--- src/rtl/time_set_rtc.sv ---
// Settable real-time clock: four packed time fields loaded from a shared bus
// on rising strobes, advanced by a prescaled tick with a full carry chain.
module time_set_rtc #(
    parameter int unsigned FIELD_W  = 8,
    parameter int unsigned TICK_DIV = 500000,
    parameter int unsigned FRAC_MAX = 99,
    parameter int unsigned SEC_MAX  = 59,
    parameter int unsigned MIN_MAX  = 59,
    parameter int unsigned HOUR_MAX = 23
) (
    input  logic                 clk,
    input  logic                 rst,
    input  logic [FIELD_W-1:0]   time_in,
    input  logic                 set_frac,
    input  logic                 set_hour,
    input  logic                 set_minute,
    input  logic                 set_second,
    input  logic                 run,
    output logic [4*FIELD_W-1:0] time_out,
    output logic                 tick,
    output logic                 rollover,
    output logic                 set_err
);

    localparam int unsigned PRESC_W = (TICK_DIV > 2) ? $clog2(TICK_DIV) : 1;
    localparam logic [PRESC_W-1:0] PRESC_LAST = PRESC_W'(TICK_DIV - 1);
    localparam logic [FIELD_W-1:0] FRAC_LIM = FIELD_W'(FRAC_MAX);
    localparam logic [FIELD_W-1:0] SEC_LIM  = FIELD_W'(SEC_MAX);
    localparam logic [FIELD_W-1:0] MIN_LIM  = FIELD_W'(MIN_MAX);
    localparam logic [FIELD_W-1:0] HOUR_LIM = FIELD_W'(HOUR_MAX);

    // Strobe bit order: [3]=frac, [2]=hour, [1]=minute, [0]=second
    logic [3:0]         strobe;
    logic [3:0]         strobe_prev;
    logic [3:0]         rise;
    logic [3:0]         in_range;
    logic [3:0]         load;

    logic [FIELD_W-1:0] frac_q, hour_q, minute_q, second_q;
    logic [FIELD_W-1:0] frac_d, hour_d, minute_d, second_d;
    logic [PRESC_W-1:0] presc_q, presc_d;
    logic               adv;
    logic               carry_sec, carry_min, carry_hour, wrap_day;
    logic               err_d;

    assign strobe   = {set_frac, set_hour, set_minute, set_second};
    assign time_out = {frac_q, hour_q, minute_q, second_q};

    // Edge detection, range check and per-field load enables
    always_comb begin
        rise     = strobe & ~strobe_prev;
        in_range = {time_in <= FRAC_LIM, time_in <= HOUR_LIM,
                    time_in <= MIN_LIM,  time_in <= SEC_LIM};
        load     = rise & in_range;
        err_d    = |(rise & ~in_range);
    end

    // Prescaler next value and advance strobe; any load restarts the count
    always_comb begin
        adv     = run && (presc_q == PRESC_LAST);
        presc_d = presc_q;
        if (|load) begin
            presc_d = '0;
        end else if (run) begin
            presc_d = adv ? '0 : presc_q + PRESC_W'(1);
        end
    end

    // Carry chain; a field being loaded swallows the carry coming into it
    always_comb begin
        carry_sec  = adv && (frac_q == FRAC_LIM) && !load[3];
        carry_min  = carry_sec && (second_q == SEC_LIM) && !load[0];
        carry_hour = carry_min && (minute_q == MIN_LIM) && !load[1];
        wrap_day   = carry_hour && (hour_q == HOUR_LIM) && !load[2];

        frac_d   = frac_q;
        second_d = second_q;
        minute_d = minute_q;
        hour_d   = hour_q;

        if (load[3])        frac_d = time_in;
        else if (adv)       frac_d = (frac_q == FRAC_LIM) ? '0 : frac_q + FIELD_W'(1);

        if (load[0])        second_d = time_in;
        else if (carry_sec) second_d = (second_q == SEC_LIM) ? '0 : second_q + FIELD_W'(1);

        if (load[1])        minute_d = time_in;
        else if (carry_min) minute_d = (minute_q == MIN_LIM) ? '0 : minute_q + FIELD_W'(1);

        if (load[2])         hour_d = time_in;
        else if (carry_hour) hour_d = (hour_q == HOUR_LIM) ? '0 : hour_q + FIELD_W'(1);
    end

    // State and output registers; strobe history resets high to block a held strobe
    always_ff @(posedge clk or posedge rst) begin
        if (rst) begin
            strobe_prev <= 4'b1111;
            presc_q     <= '0;
            frac_q      <= '0;
            hour_q      <= '0;
            minute_q    <= '0;
            second_q    <= '0;
            tick        <= 1'b0;
            rollover    <= 1'b0;
            set_err     <= 1'b0;
        end else begin
            strobe_prev <= strobe;
            presc_q     <= presc_d;
            frac_q      <= frac_d;
            hour_q      <= hour_d;
            minute_q    <= minute_d;
            second_q    <= second_d;
            tick        <= adv;
            rollover    <= wrap_day;
            set_err     <= err_d;
        end
    end

endmodule

--- config.mk ---
export PLATFORM = sky130hd
export DESIGN_NAME = time_set_rtc
export DESIGN_NICKNAME = d
export VERILOG_FILES = /design/src/rtl/time_set_rtc.sv
export SDC_FILE = /design/constraint.sdc
export NUM_CORES = 1
export LEC_CHECK = 0
export CORE_MARGIN = 2
export CORE_UTILIZATION = 50
export DETAILED_ROUTE_END_ITERATION = 8
export PLACE_DENSITY = 0.71
export SYNTH_ARGS = -nofsm -noshare
export SYNTH_HDL_FRONTEND = slang
export SYNTH_SLANG_ARGS = --single-unit
--- constraint.sdc ---
create_clock -name clk -period 3.9 [get_ports clk]
set_input_delay 0.78 -clock clk [delete_from_list [all_inputs] [get_ports clk]]
set_output_delay 0.78 -clock clk [all_outputs]
set_load 0.02 [all_outputs]
==> results.cfg <==
[clock_tree]
cts.reportedPaths.clkPinSlew_ns = 0.07
cts_resized = 0
worst_skew_pair.late_latency_ns = 0.34
hold_buffers = 0
cts_root_buf = sky130_fd_sc_hd__clkbuf_8
post-cts-setup-buffers = 0
tritoncts = built
clock_tree.buffer_depth = 2
cts_htree_levels = 3
cts.sink_count = 58
tritoncts.num_buffers = 9

[setup_path]
crit_path_max_fanout = 32
crit_required_ns = 4.16
cp_data_arrival_time_ns = 3.47
endpoint_type_of_the_worst_setup_path = flip-flop
setup.reg_to_reg.worst_slack_ns = 0.69
start_kind = flip-flop
critPathKind = flip-flop to flip-flop

[placed_design]
detailedPlacementHpwl_mm = 5.709
routabilityCongestion = 0.7958
port_buffers = 49
dp_cells = 495

[grt]
grt_first_pass_wirelength_mm = 13.74
largest_net_degree_at_the_start_of_global_routing = 33
antenna_found_initial = 0
grt_pass1_vias = 2961
gr-total-overflow = 0
track_usage = 0.2351

[synthesis]
synth-seq-area-share = 0.4356
yosysWarnings = 0
synth_top_flop_cell = sky130_fd_sc_hd__dfrtp_1
syn_area_per_cell_um2 = 8.821
synth_nets = 399
netlist_instances = 379
synth.distinct_cells = 51
cell_area_after_technology_mapping_um2 = 3343
async_reset_ff_frac = 1.000
synth-edff-count = 0
synth-seq-cells = 58

[cells_and_area]
num-fill-cells = 569
syn2layout_area_growth_pct = 21.93
finish.net_count = 449
insertedDiodeCount = 0
fin_cells = 511
drive_gt1_frac = 0.08756

[worst_hold_path]
worstHoldPathType = flip-flop to flip-flop

[die]
dieHeight_um = 85.77
floorplan.initialDensity = 0.5206
rows = 29
floorplan.die.width_um = 85.77
core_region_area_um2 = 6422
floorplan.io_pins = 50
fp.dieArea_um2 = 7356

[sta]
fmax_mhz = 311.5
fin_crit_sh = 0.8231
maxSlewViolCount = 0
final.hold.worst_slack_ns = 0.5616
max_slew_margin = 0.4426
hold_viol = 0
worst_clock_skew_ns = 0.009149
layout_min_cycle_time_ns = 3.210
worst_slew_pin_slew_ns = 0.8285
totalNegativeSetupSlack_ns = 0
grt_setup_unrepaired = no
setup_viol = 0

[route]
drtIter0Drc = 194
detail-route-antenna-nets = 0
detail_route.first_pass.iterations = 7
routedWlPerCell_um = 15.68
route.final.wire_length_mm = 8.012
drt_via_density = 6.053
post-route-drc-count = 6
vias = 3093

[job]
drv_cap = 0

[power_and_ir_drop]
p_leak_nw = 1.568
peakVddDrop_v = 0.0002268
cellPowerDensity_nw_per_um2 = 404.9

[run_status]
run_status = complete, but fails checks
failed_checks = design-rule violations
==> final cells by class <==
class,count,area [um^2],share of cell area
flip-flops and latches,58,1456,0.3573
well taps,77,96.34,0.02363
clock inverters,3,15.01,0.003683
inverters,13,48.80,0.01197
multi-input cells,290,1760,0.4319
clock buffers,13,148.9,0.03653
repair buffers,57,550.5,0.1351
==> state kept, by name (all words and copies together) (netlist names) <==
signal,flops
set_err,1
tick,1
presc_q,19
second_q,8
hour_q,8
frac_q,8
minute_q,8
strobe_prev,4
rollover,1
==> worst max-delay path: stages, from the launching register on <==
cell and delay [ns]:
sky130_fd_sc_hd__dfrtp_1 0.43, sky130_fd_sc_hd__or4b_1 0.52, sky130_fd_sc_hd__or4_1 0.73, sky130_fd_sc_hd__or4_4 0.75
sky130_fd_sc_hd__or4_1 0.54, sky130_fd_sc_hd__a31oi_1 0.17
==> kinds of logic after synthesis <==
logic type,count (synthesis),synth area share
flip-flops,58,0.4356
buffers and inverters,31,0.03780
adder cells (fa/ha/maj),5,0.01871
AND/OR/NAND/NOR,176,0.3024
AO/OA/AOI/OAI,102,0.1860
XOR/XNOR,4,0.01048
multiplexers,3,0.008982
==> cells in the final DEF, fill, tap and decap left out, types with 7 or more instances in the layout <==
master / Yosys / final
sky130_fd_sc_hd__dfrtp_1: 54 / 54
sky130_fd_sc_hd__clkdlybuf4s50_1: 0 / 49
sky130_fd_sc_hd__nor2_1: 31 / 31
sky130_fd_sc_hd__nand2_1: 28 / 28
sky130_fd_sc_hd__o21ai_0: 28 / 28
sky130_fd_sc_hd__a21oi_1: 27 / 27
sky130_fd_sc_hd__or3_1: 23 / 23
sky130_fd_sc_hd__a31oi_1: 18 / 18
sky130_fd_sc_hd__or4_1: 16 / 16
sky130_fd_sc_hd__nand3_1: 13 / 13
sky130_fd_sc_hd__o31ai_1: 13 / 13
sky130_fd_sc_hd__inv_1: 13 / 12
sky130_fd_sc_hd__clkbuf_8: 0 / 10
sky130_fd_sc_hd__nor2b_1: 8 / 8
sky130_fd_sc_hd__buf_4: 0 / 8
sky130_fd_sc_hd__or2_2: 7 / 7
sky130_fd_sc_hd__and3_1: 7 / 7
==> per-layer routing <==
metal | global-route usage | up-vias | wire length, um
li1 | - | 1512 | -
met1 | 0.3027 | 1507 | 3599
met2 | 0.3864 | 64 | 3921
met3 | 0.04235 | 10 | 383
met4 | 0.1082 | 0 | 107
met5 | 0 | - | 0
==> Yosys cell counts (all sizes together), types with 4 or more instances <==
cell	instances	area, um^2
or4	17	131.4
or3	23	143.9
nor2	31	116.4
buf	4	25.02
clkbuf	14	52.55
or3b	6	52.56
nand2	28	105.1
ha	5	62.56
or2	7	43.79
nand3	13	65.06
and2	5	31.28
nand4	6	37.54
nor2b	8	50.05
o31ai	13	97.59
dfstp	4	105.1
a21oi	27	135.1
and3	7	43.79
inv	13	48.80
nor3	5	25.02
a31oi	18	112.6
nor4	4	25.02
o21ai	28	140.1
dfrtp	54	1351
==> power by group <==
group	switching [mW]	leakage [nW]	internal [mW]
sequential	0.0861	0.730	0.670
clock	0.233	0.0872	0.245
combinational	0.219	0.750	0.197
total	0.538	1.57	1.11
==> per-stage QoR <==
step | util | cell area (um^2) | worst slack, ns | power [mW]
after floorplan | - | 3343 | 0.9630 | 0.9874
after global placement | 0.6092 | 3913 | 0.4752 | 1.174
after detailed placement | 0.6092 | 3913 | 0.4437 | 1.184
after CTS | 0.6347 | 4076 | 0.6920 | 1.666
after global routing | 0.6347 | 4076 | 0.6080 | 1.757
final | 0.6347 | 4076 | 0.6898 | 1.651
==> path summary, 6_finish.rpt <==
path | depth (start not counted) | to | startpoint
worst max-delay path | 5 | hour_q[4]$_DFFE_PP0P_ | presc_q[7]$_DFFE_PP0P_
worst min-delay path | 2 | presc_q[18]$_DFFE_PP0P_ | presc_q[18]$_DFFE_PP0P_
min in group asynchronous | 2 | presc_q[12]$_DFFE_PP0P_ | rst
worst max register to register | 5 | hour_q[4]$_DFFE_PP0P_ | presc_q[7]$_DFFE_PP0P_
worst min register to register | 2 | presc_q[18]$_DFFE_PP0P_ | presc_q[18]$_DFFE_PP0P_
max in group asynchronous | 3 | strobe_prev[2]$_DFF_PP1_ | rst
Note: power is estimated with default switching activity, not from simulation.
